## config.mk

```make
export PLATFORM = sky130hd
export DESIGN_NAME = obi_rr_arbiter
export DESIGN_NICKNAME = d
export VERILOG_FILES = /design/src/rtl/obi_rr_arbiter.sv
export SDC_FILE = /design/constraint.sdc
export NUM_CORES = 1
export LEC_CHECK = 0
export CELL_PAD_IN_SITES_DETAIL_PLACEMENT = 1
export CELL_PAD_IN_SITES_GLOBAL_PLACEMENT = 1
export CORE_MARGIN = 2
export CORE_UTILIZATION = 16
export DETAILED_ROUTE_END_ITERATION = 10
export GPL_TIMING_DRIVEN = 0
export PLACE_DENSITY_LB_ADDON = 0.25
export REMOVE_ABC_BUFFERS = 1
export SYNTH_ARGS = -nofsm -noshare
export SYNTH_HDL_FRONTEND = slang
export SYNTH_SLANG_ARGS = --single-unit
```

## constraint.sdc

```tcl
create_clock -name clk_i -period 4.7 [get_ports clk_i]
set_clock_uncertainty 0.05 [all_clocks]
set_input_delay 0.705 -clock clk_i [delete_from_list [all_inputs] [get_ports clk_i]]
set_output_delay 0.705 -clock clk_i [all_outputs]
set_load 0.01 [all_outputs]
```

## src/rtl/obi_rr_arbiter.sv

```systemverilog
// Round-robin arbiter sharing one OBI subordinate between N_MGR managers.
// Responses are routed back through an in-order ID FIFO; spurious responses are counted.
module obi_rr_arbiter #(
    parameter int N_MGR   = 2,
    parameter int ADDR_W  = 32,
    parameter int DATA_W  = 32,
    parameter int MAX_OUT = 2
) (
    input  logic                      clk_i,
    input  logic                      rst_ni,
    input  logic [N_MGR-1:0]          mgr_req_i,
    output logic [N_MGR-1:0]          mgr_gnt_o,
    input  logic [N_MGR*ADDR_W-1:0]   mgr_addr_i,
    input  logic [N_MGR-1:0]          mgr_we_i,
    input  logic [N_MGR*DATA_W/8-1:0] mgr_be_i,
    input  logic [N_MGR*DATA_W-1:0]   mgr_wdata_i,
    output logic [N_MGR-1:0]          mgr_rvalid_o,
    output logic [DATA_W-1:0]         mgr_rdata_o,
    output logic [N_MGR-1:0]          mgr_err_o,
    output logic                      sbr_req_o,
    input  logic                      sbr_gnt_i,
    output logic [ADDR_W-1:0]         sbr_addr_o,
    output logic                      sbr_we_o,
    output logic [DATA_W/8-1:0]       sbr_be_o,
    output logic [DATA_W-1:0]         sbr_wdata_o,
    input  logic                      sbr_rvalid_i,
    input  logic [DATA_W-1:0]         sbr_rdata_i,
    input  logic                      sbr_err_i,
    output logic [7:0]                err_cnt_o
);

    localparam int IDX_W = $clog2(N_MGR);
    localparam int PTR_W = (MAX_OUT > 1) ? $clog2(MAX_OUT) : 1;
    localparam int CNT_W = $clog2(MAX_OUT) + 1;
    localparam int BE_W  = DATA_W / 8;

    logic [IDX_W-1:0] rr_q, rr_d;
    logic [IDX_W-1:0] locked_idx_q, locked_idx_d;
    logic             lock_q, lock_d;
    logic [IDX_W-1:0] id_mem_q [MAX_OUT];
    logic [PTR_W-1:0] wr_ptr_q, wr_ptr_d, rd_ptr_q, rd_ptr_d;
    logic [CNT_W-1:0] count_q, count_d;
    logic [7:0]       err_cnt_q, err_cnt_d;

    logic [IDX_W-1:0] winner, cand, head;
    logic             full, empty, lock_drop, handshake, push, pop, spurious;

    function automatic logic [PTR_W-1:0] ptr_inc(input logic [PTR_W-1:0] p);
        return (int'(p) == MAX_OUT - 1) ? '0 : p + 1'b1;
    endfunction

    function automatic logic [IDX_W-1:0] idx_inc(input logic [IDX_W-1:0] i);
        return (int'(i) == N_MGR - 1) ? '0 : i + 1'b1;
    endfunction

    assign full  = (int'(count_q) == MAX_OUT);
    assign empty = (count_q == '0);
    assign head  = id_mem_q[rd_ptr_q];

    // Descending scan so the candidate closest to the rr pointer is assigned last and wins.
    always_comb begin
        // NOTE: every combinational output gets a default first so no latch is inferred.
        winner = rr_q;
        cand   = '0;
        if (lock_q) begin
            winner = locked_idx_q;
        end else begin
            for (int i = N_MGR - 1; i >= 0; i--) begin
                cand = IDX_W'((int'(rr_q) + i) % N_MGR);
                if (mgr_req_i[cand]) winner = cand;
            end
        end
    end

    // A locked manager that withdraws its request must not be granted on someone else's behalf.
    assign lock_drop = lock_q & ~mgr_req_i[locked_idx_q];
    assign sbr_req_o = (|mgr_req_i) & ~lock_drop & ~full;
    assign handshake = sbr_req_o & sbr_gnt_i;
    assign push      = handshake;
    assign pop       = sbr_rvalid_i & ~empty;
    assign spurious  = sbr_rvalid_i & empty;

    always_comb begin
        sbr_addr_o  = '0;
        sbr_we_o    = 1'b0;
        sbr_be_o    = '0;
        sbr_wdata_o = '0;
        mgr_gnt_o   = '0;
        if (sbr_req_o) begin
            sbr_addr_o  = mgr_addr_i[winner*ADDR_W +: ADDR_W];
            sbr_we_o    = mgr_we_i[winner];
            sbr_be_o    = mgr_be_i[winner*BE_W +: BE_W];
            sbr_wdata_o = mgr_wdata_i[winner*DATA_W +: DATA_W];
        end
        mgr_gnt_o[winner] = handshake;
    end

    always_comb begin
        mgr_rvalid_o = '0;
        mgr_err_o    = '0;
        if (pop) begin
            mgr_rvalid_o[head] = 1'b1;
            mgr_err_o[head]    = sbr_err_i;
        end
    end

    assign mgr_rdata_o = sbr_rdata_i;
    assign err_cnt_o   = err_cnt_q;

    always_comb begin
        lock_d       = lock_q;
        locked_idx_d = locked_idx_q;
        rr_d         = rr_q;
        if (lock_drop) begin
            lock_d = 1'b0;
        end else if (sbr_req_o && !sbr_gnt_i) begin
            lock_d       = 1'b1;
            locked_idx_d = winner;
        end else if (handshake) begin
            lock_d = 1'b0;
        end
        if (handshake) rr_d = idx_inc(winner);
    end

    always_comb begin
        wr_ptr_d  = push ? ptr_inc(wr_ptr_q) : wr_ptr_q;
        rd_ptr_d  = pop ? ptr_inc(rd_ptr_q) : rd_ptr_q;
        count_d   = count_q;
        err_cnt_d = err_cnt_q;
        case ({push, pop})
            2'b10:   count_d = count_q + 1'b1;
            2'b01:   count_d = count_q - 1'b1;
            default: count_d = count_q;
        endcase
        if (spurious && err_cnt_q != 8'hFF) err_cnt_d = err_cnt_q + 8'd1;
    end

    // NOTE: sequential state uses non-blocking assignments so all registers update together.
    always_ff @(posedge clk_i or negedge rst_ni) begin
        if (!rst_ni) begin
            rr_q         <= '0;
            lock_q       <= 1'b0;
            locked_idx_q <= '0;
            wr_ptr_q     <= '0;
            rd_ptr_q     <= '0;
            count_q      <= '0;
            err_cnt_q    <= '0;
        end else begin
            rr_q         <= rr_d;
            lock_q       <= lock_d;
            locked_idx_q <= locked_idx_d;
            wr_ptr_q     <= wr_ptr_d;
            rd_ptr_q     <= rd_ptr_d;
            count_q      <= count_d;
            err_cnt_q    <= err_cnt_d;
        end
    end

    // NOTE: the ID storage is not reset; an entry is only read after a push has written it.
    always_ff @(posedge clk_i) begin
        if (push) id_mem_q[wr_ptr_q] <= winner;
    end

endmodule

```

==> results.py <==
metrics = {
    "floorplanning": {
        "dieHeight_um": 122,
        "core_area_sq_mm": 0.0138,
        "ioPinCount": 293,
        "initial_core_util_pct": 16.2,
        "die_w_um": 122,
        "fp.dieArea_sq_mm": 0.0149,
        "rows": 43,
    },
    "sta": {
        "fmax_ghz": 0.231,
        "period_needed_ps": 4340,
        "hold_viol": 0,
        "slew_headroom_pct": 50.4,
        "rsz0062_at_grt": "no",
        "tightest_slew_ps": 741,
        "setup_viol": 0,
        "timing.final.crit_share_pct": 92.3,
        "final-max-slew-violation-count": 0,
        "setup_ws_ps": 363,
    },
    "cells_and_area": {
        "n_antenna_cell": 0,
        "nets": 711,
        "syn2layout_area_growth_pct": 100,
        "drive_above_1_share_pct": 6.40,
        "fillCellCount": 1725,
        "stdcell_area_sq_mm": 0.00448,
    },
    "clocking": {
        "postCtsHoldBufs": 0,
        "clkTransAtPathRegs_ps": 50,
        "ctsResizeCount": 0,
        "cts_max_path_buffers": 2,
        "clock_latency_ps": 250,
        "cts_buffers": 3,
        "post-cts-setup-buffers": 0,
        "cts-root-buf": "clkbuf_16",
        "cts_max_level": 1,
        "cts.sinks": 17,
        "cts_tree": "yes",
    },
    "drt": {
        "wl_per_cell_um": 18.6,
        "drc": 0,
        "finalWirelength_um": 13200,
        "num_vias": 3156,
        "first_iter_violations": 79,
        "first_pass_iters": 4,
        "ant_nets": 0,
        "via_per_inst": 4.44,
    },
    "critical_path": {
        "critical_path.cell_chain": "clkdlybuf4s50_1 -> a21boi_2 -> o31a_2 -> buf_12 -> inv_8 -> nand2_1 -> a21oi_1 -> clkdlybuf4s50_1",
        "critPathBufInv": 4,
        "cp.arrival_ps": 3580,
        "r2r_slack_ps": 2580,
        "required_ps": 3940,
        "r2r_cells": 4,
        "r2r_end": "id_mem_q[1]",
        "slowest_stage": "clkdlybuf4s50_1",
        "cpMostUsedCell": "clkdlybuf4s50_1",
        "worstPathMaxFanout": 73,
        "crit_family": "buffers and inverters",
        "critPathCaptureType": "primary output",
        "worstSetupPathType": "primary input to primary output",
        "reg2reg_from": "rr_q",
        "critical-path-max-stage-delay_ps": 620,
        "cp-start-kind": "primary input",
    },
    "synthesis": {
        "synth_area_sq_mm": 0.00224,
        "synthArstFlopShare_pct": 88.2,
        "yosysMostFrequentCell": "nand2_1",
        "synth_flop_cell": "dfrtp_1",
        "synth_area_leaders": "nand2_1 (22%), dfrtp_1 (17%), a21oi_1 (14%)",
        "ys_seq_area_share_pct": 19.5,
        "synth_cell_types": 36,
        "synth.top_cell.area_share_pct": 22.3,
        "syn_avg_cell_area_sq_um": 6.37,
        "yosys_warnings": 0,
        "synthCells": 351,
        "yosysTopAreaCell": "nand2_1",
        "synth-edff-count": 2,
        "ys_ff_latch": 17,
        "synthTopCellsByCount": "nand2_1 (133), a21oi_1 (61), buf_4 (33)",
    },
    "power": {
        "p_leak_uw": 0.00175,
        "power.clock.fraction_pct": 7.0,
        "combinationalPowerShare_pct": 81.4,
        "ir_worst_vdd_mv": 0.270,
        "seqPwrFrac_pct": 11.7,
        "p_int_uw": 1290,
        "switching_share_pct": 47.6,
        "p_per_area_mw_per_mm2": 550,
        "switchingPower_uw": 1170,
    },
    "flow_run": {
        "max_cap_violations": 0,
    },
    "global_routing": {
        "grt_antenna_before_repair": 0,
        "first_global_vias": 3270,
        "grt_first_pass_wirelength_um": 18700,
        "grt.overflow.total": 0,
        "grt_use_total_pct": 16.5,
        "grt_max_degree": 74,
    },
    "min_path": {
        "worstHoldPathType": "flip-flop to flip-flop",
        "min_from": "rd_ptr_q",
        "hold_depth": 1,
        "min_to": "rd_ptr_q",
    },
    "placement": {
        "hpwl_um": 10900,
        "portBuffers": 228,
        "post-place-ws_ps": 348,
        "postPlaceCellArea_sq_mm": 0.00440,
        "gp_congestion": 0.808,
    },
    "outcome": {
        "status": "finished, final reports clean",
    },
}
cell usage in the layout, fill, tap and decap left out, types with 4 or more instances in the layout:
master	count
a21oi_1	61
a21oi_2	10
clkdlybuf4s50_1	228
dfrtp_1	15
inv_1	4
nand2_1	133
nand2_2	10
nand3_1	4
nor2_1	14
xnor2_1	5
cell families after synthesis:
| family | share of synthesized area [%] |
|---|---|
| buf+inv | 19.2 |
| compound gates | 22.0 |
| flops | 19.5 |
| simple gates | 32.7 |
| mux | 2.40 |
| xor+xnor | 3.13 |
| fa+ha+maj | 1.12 |
cell type report:
type | count | area, sq um | area share [%]
Inverter | 5 | 26.3 | 0.587
Clock buffer | 3 | 75.1 | 1.68
Clock inverter | 1 | 5.00 | 0.112
Timing Repair Buffer | 230 | 2330 | 52.0
Multi-Input combinational cell | 275 | 1380 | 30.8
Sequential cell | 17 | 435 | 9.72
Tap cell | 180 | 225 | 5.03
how the worst max path moves through the flow:
stage / startpoint / end / slack, ps / cells after the start
3_5_place_dp: mgr_req_i[1] / sbr_wdata_o[27] / 350 / 8
3_3_place_gp: mgr_req_i[1] / sbr_wdata_o[27] / -1460 / 7
6_report: mgr_req_i[1] / sbr_wdata_o[27] / 360 / 8
2_1_floorplan: mgr_req_i[0] / mgr_gnt_o[0] / 1000 / 4
5_1_grt: mgr_req_i[1] / sbr_addr_o[10] / 180 / 8
4_1_cts: mgr_req_i[1] / sbr_wdata_o[27] / 330 / 8
worst register-to-register path: stages, from the launching register on:
cell and delay [ps]:
dfrtp_1 420, a21boi_2 200, o31a_2 630, buf_12 310, inv_8 200
flip-flops by register name, summed over array words and instances (netlist names):
register	count
err_cnt_o	8
count_q	2
id_mem_q	2
lock_q	1
locked_idx_q	1
rd_ptr_q	1
rr_q	1
wr_ptr_q	1
power groups by stage:
stage                     sequential [uW]  combinational [uW]  clock, uW
after floorplan                       279                 919          0
after global placement                280                2000          0
after detailed placement              287                2040          0
after CTS                             287                2060        176
after global routing                  297                2170        183
final                                 287                2000        171
per-stage QoR:
step / hold WS [ps] / cells / utilization, % / total power (uW) / TNS (ps)
after global routing: 464 / 711 / 32.5 / 2650 / 0
after global placement: 434 / 705 / 31.5 / 2280 / -97130
after detailed placement: 438 / 707 / 31.9 / 2330 / 0
after floorplan: 359 / 297 / - / 1200 / 0
final: 448 / 711 / 32.5 / 2460 / 0
after CTS: 450 / 711 / 32.5 / 2520 / 0
layer usage:
layer | up-vias | GRT usage (%) | share of wire [%]
li1 | 1480 | - | -
met5 | - | 3.13 | 0.33
met4 | 2 | 1.65 | 1.4
met1 | 1496 | 18.5 | 38
met3 | 14 | 8.04 | 11
met2 | 164 | 28.9 | 50
(Power assumes the default switching activity.)
